--- config.mk ---
export PLATFORM = sky130hd
export DESIGN_NAME = program_loader_flat
export DESIGN_NICKNAME = d
export VERILOG_FILES = /design/src/rtl/loader_pkg.sv /design/src/rtl/program_loader_if.sv /design/src/rtl/byte_packer.sv /design/src/rtl/program_loader.sv /design/src/flat_wrapper.sv
export SDC_FILE = /design/constraint.sdc
export NUM_CORES = 1
export LEC_CHECK = 0
export CORE_MARGIN = 4
export CORE_UTILIZATION = 25
export CTS_BUF_LIST = sky130_fd_sc_hd__clkbuf_8
export DETAILED_ROUTE_END_ITERATION = 8
export GPL_TIMING_DRIVEN = 1
export PLACE_DENSITY_LB_ADDON = 0.1
export SKIP_LAST_GASP = 1
export SYNTH_ARGS = -nofsm -noshare
export SYNTH_HDL_FRONTEND = slang
export SYNTH_SLANG_ARGS = --single-unit
--- constraint.sdc ---
create_clock -name clk -period 6.55 [get_ports clk]
set_input_delay 1.31 -clock clk [delete_from_list [all_inputs] [get_ports clk]]
set_output_delay 1.31 -clock clk [all_outputs]
set_load 0.05 [all_outputs]
--- src/rtl/loader_pkg.sv ---
// Shared widths, state encoding and stream-format constants
// for the boot-time program loader.
package loader_pkg;
  localparam int INSTR_BUS_WIDTH = 17;
  localparam int BUS_WIDTH = 8;
  localparam int ADDR_WIDTH = 8;
  localparam logic [BUS_WIDTH-1:0] B0_RESERVED_MASK = 8'hFE;
  localparam int COUNT_ZERO_MEANS = 256;

  typedef enum logic [3:0] {
    IDLE, LEN, B0, B1, B2, WRITE, RELEASE, RUN, ERROR
  } state_t;

  // Count byte of 0 encodes a full 256-word image.
  function automatic logic [8:0] count_of(
    input logic [BUS_WIDTH-1:0] n
  );
    return (n == '0) ? 9'(COUNT_ZERO_MEANS)
                     : {1'b0, n};
  endfunction
endpackage

--- src/rtl/program_loader_if.sv ---
// Byte-source handshake plus instruction-memory write port.
// master = source/memory side, slave = loader side.
interface program_loader_if;
  import loader_pkg::*;

  logic                       byte_valid;
  logic [BUS_WIDTH-1:0]       byte_data;
  logic                       byte_ready;
  logic                       imem_we;
  logic [ADDR_WIDTH-1:0]      imem_addr;
  logic [INSTR_BUS_WIDTH-1:0] imem_wdata;

  modport master (
    output byte_valid, byte_data,
    input  byte_ready, imem_we,
    input  imem_addr, imem_wdata
  );

  modport slave (
    input  byte_valid, byte_data,
    output byte_ready, imem_we,
    output imem_addr, imem_wdata
  );
endinterface

--- src/rtl/byte_packer.sv ---
// Latches B0[0] and B1, then captures the full 17-bit word
// on the B2 strobe; the word holds until the next B2.
module byte_packer
  import loader_pkg::*;
(
  input  logic                       clk,
  input  logic                       rst,
  input  logic [2:0]                 ld,
  input  logic [BUS_WIDTH-1:0]       data,
  output logic [INSTR_BUS_WIDTH-1:0] word
);
  logic                 b16;
  logic [BUS_WIDTH-1:0] b1;

  always_ff @(posedge clk or negedge rst) begin
    if (!rst) begin
      b16  <= 1'b0;
      b1   <= '0;
      word <= '0;
    end else begin
      if (ld[0]) b16 <= data[0];
      if (ld[1]) b1 <= data;
      if (ld[2]) word <= {b16, b1, data};
    end
  end
endmodule

--- src/rtl/program_loader.sv ---
// Boot sequencer: holds the CPU in reset, streams 3-byte
// words into instruction memory, then releases the CPU.
module program_loader
  import loader_pkg::*;
#(
  parameter int RELEASE_CYCLES = 2
) (
  input  logic             clk,
  input  logic             rst,
  input  logic             start,
  input  logic             run,
  program_loader_if.slave  bus,
  output logic             cpu_rst,
  output logic             busy,
  output logic             done,
  output logic             error
);
  localparam int RW =
    (RELEASE_CYCLES > 1) ? $clog2(RELEASE_CYCLES) : 1;

  state_t                state;
  logic [ADDR_WIDTH-1:0] addr_cnt;
  logic [8:0]            wr_cnt;
  logic [8:0]            target;
  logic [RW-1:0]         rel_cnt;
  logic                  acc;
  logic                  b0_bad;
  logic [2:0]            ld;

  assign acc    = bus.byte_valid & bus.byte_ready;
  assign b0_bad = |(bus.byte_data & B0_RESERVED_MASK);
  assign ld     = {acc & (state == B2),
                   acc & (state == B1),
                   acc & (state == B0) & ~b0_bad};

  byte_packer u_packer (
    .clk  (clk),
    .rst  (rst),
    .ld   (ld),
    .data (bus.byte_data),
    .word (bus.imem_wdata)
  );

  always_ff @(posedge clk or negedge rst) begin
    if (!rst) begin
      state          <= IDLE;
      cpu_rst        <= 1'b1;
      bus.byte_ready <= 1'b0;
      bus.imem_we    <= 1'b0;
      bus.imem_addr  <= '0;
      busy           <= 1'b0;
      done           <= 1'b0;
      error          <= 1'b0;
      addr_cnt       <= '0;
      wr_cnt         <= '0;
      target         <= '0;
      rel_cnt        <= '0;
    end else begin
      unique case (state)
        IDLE, RUN, ERROR: begin
          if (start) begin
            state          <= LEN;
            busy           <= 1'b1;
            bus.byte_ready <= 1'b1;
            cpu_rst        <= 1'b1;
            done           <= 1'b0;
            error          <= 1'b0;
            addr_cnt       <= '0;
            wr_cnt         <= '0;
          end else if (run && state != RUN) begin
            state   <= RELEASE;
            rel_cnt <= '0;
            error   <= 1'b0;
          end
        end
        LEN: if (acc) begin
          target <= count_of(bus.byte_data);
          state  <= B0;
        end
        B0: if (acc) begin
          if (b0_bad) begin
            state          <= ERROR;
            error          <= 1'b1;
            busy           <= 1'b0;
            bus.byte_ready <= 1'b0;
          end else begin
            state <= B1;
          end
        end
        B1: if (acc) state <= B2;
        B2: if (acc) begin
          state          <= WRITE;
          bus.byte_ready <= 1'b0;
          bus.imem_we    <= 1'b1;
          bus.imem_addr  <= addr_cnt;
        end
        WRITE: begin
          bus.imem_we <= 1'b0;
          addr_cnt    <= addr_cnt + 1'b1;
          wr_cnt      <= wr_cnt + 9'd1;
          if (wr_cnt + 9'd1 == target) begin
            state   <= RELEASE;
            rel_cnt <= '0;
            busy    <= 1'b0;
          end else begin
            state          <= B0;
            bus.byte_ready <= 1'b1;
          end
        end
        RELEASE: begin
          if (rel_cnt == RW'(RELEASE_CYCLES - 1)) begin
            state   <= RUN;
            cpu_rst <= 1'b0;
            done    <= 1'b1;
          end else begin
            rel_cnt <= rel_cnt + 1'b1;
          end
        end
        default: state <= IDLE;
      endcase
    end
  end
endmodule

--- src/flat_wrapper.sv ---
// flat-port wrapper written by rule: the top's interface ports become plain ports
module program_loader_flat import loader_pkg::*;
#(
  parameter int RELEASE_CYCLES = 2
)
  (clk, rst, start, run, cpu_rst, busy, done, error, bus_byte_valid, bus_byte_data, bus_byte_ready, bus_imem_we, bus_imem_addr, bus_imem_wdata);
  program_loader_if bus_i ();
  input  logic clk;
  input  logic rst;
  input  logic start;
  input  logic run;
  output logic cpu_rst;
  output logic busy;
  output logic done;
  output logic error;
  input wire logic [$bits(bus_i.byte_valid)-1:0] bus_byte_valid;
  input wire logic [$bits(bus_i.byte_data)-1:0] bus_byte_data;
  output wire logic [$bits(bus_i.byte_ready)-1:0] bus_byte_ready;
  output wire logic [$bits(bus_i.imem_we)-1:0] bus_imem_we;
  output wire logic [$bits(bus_i.imem_addr)-1:0] bus_imem_addr;
  output wire logic [$bits(bus_i.imem_wdata)-1:0] bus_imem_wdata;
  assign bus_i.byte_valid = bus_byte_valid;
  assign bus_i.byte_data = bus_byte_data;
  assign bus_byte_ready = bus_i.byte_ready;
  assign bus_imem_we = bus_i.imem_we;
  assign bus_imem_addr = bus_i.imem_addr;
  assign bus_imem_wdata = bus_i.imem_wdata;
  program_loader #(.RELEASE_CYCLES(RELEASE_CYCLES)) u_core (.clk(clk), .rst(rst), .start(start), .run(run), .bus(bus_i), .cpu_rst(cpu_rst), .busy(busy), .done(done), .error(error));
endmodule
* After elaboration in Yosys (flattened, before gate mapping)
Index checks and enable logic that the tools add are counted.
Storage, ports and cells: word-level logic and storage cells 106, output and inout port bits 31, register bits 71
Cells by class: equal/unequal tests 22, add/sub/neg operators 3, multiplexer cells 38, reductions and logical operators 22, bitwise operators 6
Operators by type and width (count):
- $mux W4 | 8
- $pmux W4 S7 | 1
- $mux W9 | 2
- $pmux W9 S2 | 1
- $eq A4 B3 Y1 const B | 4
- $mux W1 | 16
- $ne A2 B1 Y1 const B | 8
- $pmux W8 S2 | 1
- $reduce_and A6 Y1 | 2
- $add A9 B1 Y9 const B | 1
- $eq A9 B9 Y1 | 1
- $add A8 B1 Y8 const B | 1
- $eq A4 B2 Y1 const B | 2
- $logic_not A8 Y1 | 1
- $mux W8 | 1
- $pmux W1 S2 | 4
- $reduce_and A2 Y1 | 4
- $reduce_and A4 Y1 | 2
- $reduce_bool A2 Y1 | 4
- $reduce_or A7 Y1 | 1
- $ne A2 B2 Y1 const B | 3
- $pmux W1 S3 | 2
- $reduce_bool A3 Y1 | 2
- $and A1 B1 Y1 | 5
- other kinds (14) | 14

* Depth between registers and ports, before layout
word-level depth 5, gate-level depth with buffers 8

* By module
Synthesis repeated with hierarchy kept, for this count alone.
Second synthesis, totals: cell total of the unflattened synthesis 321, area, all modules 3449.6 sq um
Modules (own cells, without submodules):
- program_loader | cells each 266, seq. area each 1127.3 sq um, instances 1, area an instance 2432.3 sq um
- byte_packer | cells each 55, seq. area each 650.6 sq um, instances 1, area an instance 1017.2 sq um

* Worst setup path after synthesis
OpenSTA, ideal clock, no wires.
kind input-to-reg, from in bus_byte_valid, to reg u_core.bus.imem_addr[0], setup slack 3.870 ns, arrival time 2.552 ns, stages on the path 5, cells stage by stage nand2_1 or4_1 buf_2 buf_2 mux2_1
Between the ends: longest elaborated chain between the ends 2
Ends and longest elaborated chain:
- start: declaration | line flat_wrapper.sv:16 | input wire logic [$bits(bus_i.byte_valid)-1:0] bus_byte_valid;
- $and A1 B1 Y1 | line program_loader.sv:30 | assign acc = bus.byte_valid & bus.byte_ready;
- $reduce_and A2 Y1 (no source line)
- end signal: assignment | line program_loader.sv:95 | bus.imem_addr <= addr_cnt;
- end: declaration | line program_loader_if.sv:22 | output imem_addr, imem_wdata
Every way passes these cells. A chain may end at the register's enable or synchronous reset.

* Final worst setup path
from reg u_core.cpu_rst, to out cpu_rst
RTL lines:
- start: declaration | line program_loader.sv:13 | output logic cpu_rst,
- start signal: assignment | line program_loader.sv:47 | cpu_rst <= 1'b1;
- start signal: assignment | line program_loader.sv:65 | cpu_rst <= 1'b1;
- start signal: assignment | line program_loader.sv:113 | cpu_rst <= 1'b0;
- end: declaration | line flat_wrapper.sv:12 | output logic cpu_rst;
No word-level cell between the ends.

==> impl_metrics.xml <==
<?xml version="1.0" encoding="UTF-8"?>
<metrics>
  <group name="drt">
    <metric name="detail_route.drc_violations" unit="">0</metric>
    <metric name="dr_total_vias" unit="">2443</metric>
    <metric name="wl_per_cell" unit="um">15.6</metric>
    <metric name="detailedRoute.firstIterationViolations" unit="">121</metric>
    <metric name="detailedRoute.firstPassIterationCount" unit="">4</metric>
    <metric name="ant_nets" unit="">0</metric>
    <metric name="routed_wire_length" unit="mm">8.19</metric>
    <metric name="vias_per_cell" unit="">4.66</metric>
  </group>
  <group name="worst_setup_path">
    <metric name="path_buf_inv" unit="">1</metric>
    <metric name="crit_required" unit="ns">5.24</metric>
    <metric name="timing.setup.critical_path_class" unit="">reg2out</metric>
    <metric name="cp-start-kind" unit="">flip-flop</metric>
    <metric name="worst_ep_arrival_time" unit="ns">1.68</metric>
    <metric name="crit_family" unit="">buffers and inverters</metric>
    <metric name="critical_path_peak_fanout" unit="">2</metric>
    <metric name="list_of_cells_traversed_by_the_critical_path" unit="">clkdlybuf4s50_1</metric>
    <metric name="critical-path-max-stage-delay" unit="ns">0.79</metric>
    <metric name="worst_path_max_delay_cell" unit="">sky130_fd_sc_hd__clkdlybuf4s50_1</metric>
    <metric name="critPathCaptureType" unit="">primary output</metric>
  </group>
  <group name="job">
    <metric name="max-cap-violations" unit="">0</metric>
  </group>
  <group name="layout">
    <metric name="layout_common_cells" unit="">sky130_fd_sc_hd__dfrtp_1, sky130_fd_sc_hd__clkdlybuf4s50_1, sky130_fd_sc_hd__nand2_1</metric>
    <metric name="final_layout_size_suffix_gt1_share" unit="%">14.9</metric>
    <metric name="areaGrowthSynthToFinish" unit="%">24.7</metric>
    <metric name="final_common_cell" unit="">sky130_fd_sc_hd__dfrtp_1</metric>
    <metric name="final_net_count" unit="">358</metric>
    <metric name="stdcell_area" unit="mm^2">0.00419</metric>
    <metric name="fillers" unit="">1347</metric>
    <metric name="insertedDiodeCount" unit="">0</metric>
    <metric name="finish.utilization" unit="%">31.7</metric>
  </group>
  <group name="pwr">
    <metric name="power_switching" unit="W">0.000865</metric>
    <metric name="power.static_leakage" unit="nW">1.75</metric>
    <metric name="p_seq_share" unit="%">35.7</metric>
    <metric name="internal_power" unit="W">0.00118</metric>
    <metric name="share_clk_of_total_power" unit="%">20.1</metric>
    <metric name="power.density_cell_area" unit="mW/mm^2">488</metric>
    <metric name="pwr-share-comb" unit="%">44.3</metric>
    <metric name="power.ir.vdd_worst" unit="mV">0.225</metric>
    <metric name="sw_frac_of_total" unit="%">42.3</metric>
  </group>
  <group name="timing">
    <metric name="slew-limit-headroom" unit="%">37.3</metric>
    <metric name="worst_hold_check_slack" unit="ns">0.485</metric>
    <metric name="finalSetupViolations" unit="">0</metric>
    <metric name="rsz_0062_raised_after_global_routing" unit="">no</metric>
    <metric name="transition_time_at_the_pin_with_the_least_slew_margin" unit="ns">0.940</metric>
    <metric name="totalNegativeSetupSlack" unit="ns">0</metric>
    <metric name="min_period_over_period" unit="%">45.7</metric>
    <metric name="slew_viol_final" unit="">0</metric>
    <metric name="hold_viol" unit="">0</metric>
    <metric name="final_period_minus_worst_setup_slack" unit="ns">2.99</metric>
    <metric name="timing.fmax" unit="MHz">334</metric>
    <metric name="fin_worst_skew" unit="ns">0.00923</metric>
  </group>
  <group name="global_route">
    <metric name="grt_pass1_wl" unit="mm">13.5</metric>
    <metric name="grt_antenna_before_repair" unit="">0</metric>
    <metric name="grt_ovf" unit="">0</metric>
    <metric name="number_of_global_route_vias_before_repair" unit="">2477</metric>
    <metric name="track_usage" unit="%">11.7</metric>
    <metric name="grt_start_max_net_pins" unit="">72</metric>
  </group>
  <group name="synthesis">
    <metric name="seq_area_frac_synth" unit="%">52.9</metric>
    <metric name="netlist_instances" unit="">302</metric>
    <metric name="yosysTopAreaCell" unit="">sky130_fd_sc_hd__dfrtp_1</metric>
    <metric name="postSynthAreaPerCell" unit="um^2">11.1</metric>
    <metric name="ys_warn_count" unit="">0</metric>
    <metric name="synthDominantCellAreaShare" unit="%">52.1</metric>
    <metric name="share_of_flip_flops_with_an_asynchronous_set_or_reset" unit="%">100</metric>
    <metric name="post_synth_num_cell_types" unit="">47</metric>
    <metric name="synthesis.area" unit="mm^2">0.00336</metric>
    <metric name="syn-num-nets" unit="">317</metric>
    <metric name="synth_edf_count" unit="">0</metric>
    <metric name="ys_dominant_reg_cell" unit="">sky130_fd_sc_hd__dfrtp_1</metric>
    <metric name="flop_and_latch_count_out_of_synthesis" unit="">71</metric>
    <metric name="yosys-top-cells-area" unit="">sky130_fd_sc_hd__dfrtp_1, sky130_fd_sc_hd__mux2_2, sky130_fd_sc_hd__mux2_1</metric>
  </group>
  <group name="placed_design">
    <metric name="gp_congestion" unit="">0.750</metric>
    <metric name="numPortBuffers" unit="">43</metric>
    <metric name="placed_area" unit="mm^2">0.00396</metric>
    <metric name="detailed_place_hpwl" unit="mm">5.44</metric>
  </group>
  <group name="clock_tree">
    <metric name="cts_root_buffer" unit="">sky130_fd_sc_hd__clkbuf_8</metric>
    <metric name="cts_hold_buffers" unit="">0</metric>
    <metric name="cts_max_path_buffers" unit="">2</metric>
    <metric name="cts.htree.levels" unit="">3</metric>
    <metric name="tritoncts.num_buffers" unit="">9</metric>
    <metric name="cts_repair_resized_insts" unit="">0</metric>
    <metric name="worst_setup_hold_path_clk_slew" unit="ns">0.08</metric>
    <metric name="cts_tree" unit="">yes</metric>
    <metric name="sinks_on_the_clock_net" unit="">71</metric>
    <metric name="postCtsSetupRepairBufs" unit="">0</metric>
    <metric name="clk-insertion-delay-late" unit="ns">0.36</metric>
  </group>
  <group name="die">
    <metric name="fp.dieW" unit="um">124</metric>
    <metric name="initial_core_util" unit="%">25.5</metric>
    <metric name="die-height" unit="um">124</metric>
    <metric name="boundary_pin_count" unit="">44</metric>
    <metric name="placeableCoreArea" unit="mm^2">0.0132</metric>
    <metric name="die_area" unit="mm^2">0.0154</metric>
    <metric name="row_count" unit="">42</metric>
  </group>
  <group name="min_path">
    <metric name="hold_class" unit="">reg2reg</metric>
  </group>
  <group name="run_status">
    <metric name="status" unit="">finished, final reports clean</metric>
  </group>
</metrics>
==> power by group through the flow <==
stage	registers (W)	logic, W	clock network [W]
2_1_floorplan	0.000948	0.000413	0
3_3_place_gp	0.000741	0.000912	0
3_5_place_dp	0.000739	0.000916	0
4_1_cts	0.000731	0.000920	0.000429
5_1_grt	0.000756	0.000988	0.000445
6_report	0.000728	0.000904	0.000410
==> synthesized netlist by cell type (all sizes together) (2+ instances only) <==
cell     n
or4      3
o21ai   20
a21o     2
buf      8
nand2   37
a21oi    7
nor2b    3
clkbuf   7
inv      2
ha       2
and3     4
or4b     2
nand2b   3
nor4b    2
or3      4
mux2    45
xor2     3
and2     4
a31oi    2
o22ai    2
nand4    3
nand3    9
dfrtp   70
o211ai   5
nor3     6
nor2    17
o31ai    7
xnor2   10
==> final timing paths <==
path,from,to,slack (ns),depth (start not counted)
setup / recovery,u_core.cpu_rst,cpu_rst,3.56,1
hold / removal,u_core.done,u_core.done,0.48,1
setup reg to reg,u_core.state[2],u_core.wr_cnt[5],4.15,5
hold reg to reg,u_core.done,u_core.done,0.48,1
max in group asynchronous,rst,u_core.u_packer.word[1],4.84,1
min in group asynchronous,rst,u_core.done,1.09,1
==> kinds of logic after synthesis <==
group / Yosys count / synth area share (%)
AND/OR/NAND/NOR: 99 / 15.0
buffers and inverters: 17 / 2.20
XOR/XNOR: 13 / 3.39
AO/OA/AOI/OAI: 55 / 10.7
multiplexers: 45 / 15.1
adder cells (fa/ha/maj): 2 / 0.745
flip-flops: 71 / 52.9
==> state kept, by name, indices dropped and copies added, names as in the netlist <==
name                   cells
u_core.done                1
u_core.error               1
u_core.state               4
u_core.u_packer.word      17
u_core.bus.imem_addr       8
u_core.cpu_rst             1
u_core.bus.imem_we         1
u_core.bus.byte_ready      1
u_core.u_packer.b16        1
u_core.wr_cnt              9
u_core.u_packer.b1         8
u_core.addr_cnt            8
u_core.target              9
u_core.busy                1
u_core.rel_cnt             1
==> through the flow <==
step | std cells | total power [W] | setup WS, ns
final | 524 | 0.00204 | 3.56
after global routing | 524 | 0.00219 | 3.40
after CTS | 524 | 0.00208 | 3.52
after detailed placement | 508 | 0.00165 | 3.16
after global placement | 508 | 0.00165 | 3.15
after floorplan | 302 | 0.00136 | 3.87
==> layer usage <==
metal / track usage [%] / routed length (um)
met5: 0 / 0
met4: 6.09 / 172
met3: 2.41 / 243
met2: 17.4 / 3700
met1: 15.9 / 4070
==> cell type report <==
type                       instances  area [um^2]  area share, %
clock buffer                      10          138           3.29
timing repair buffer              45          443           10.6
multi-input combinational        214         1510           36.0
tap                              176          220           5.26
sequential                        71         1780           42.5
clock inverter                     6         93.8           2.24
inverter                           2         7.51          0.179
Note: power is estimated with default switching activity, not from simulation.
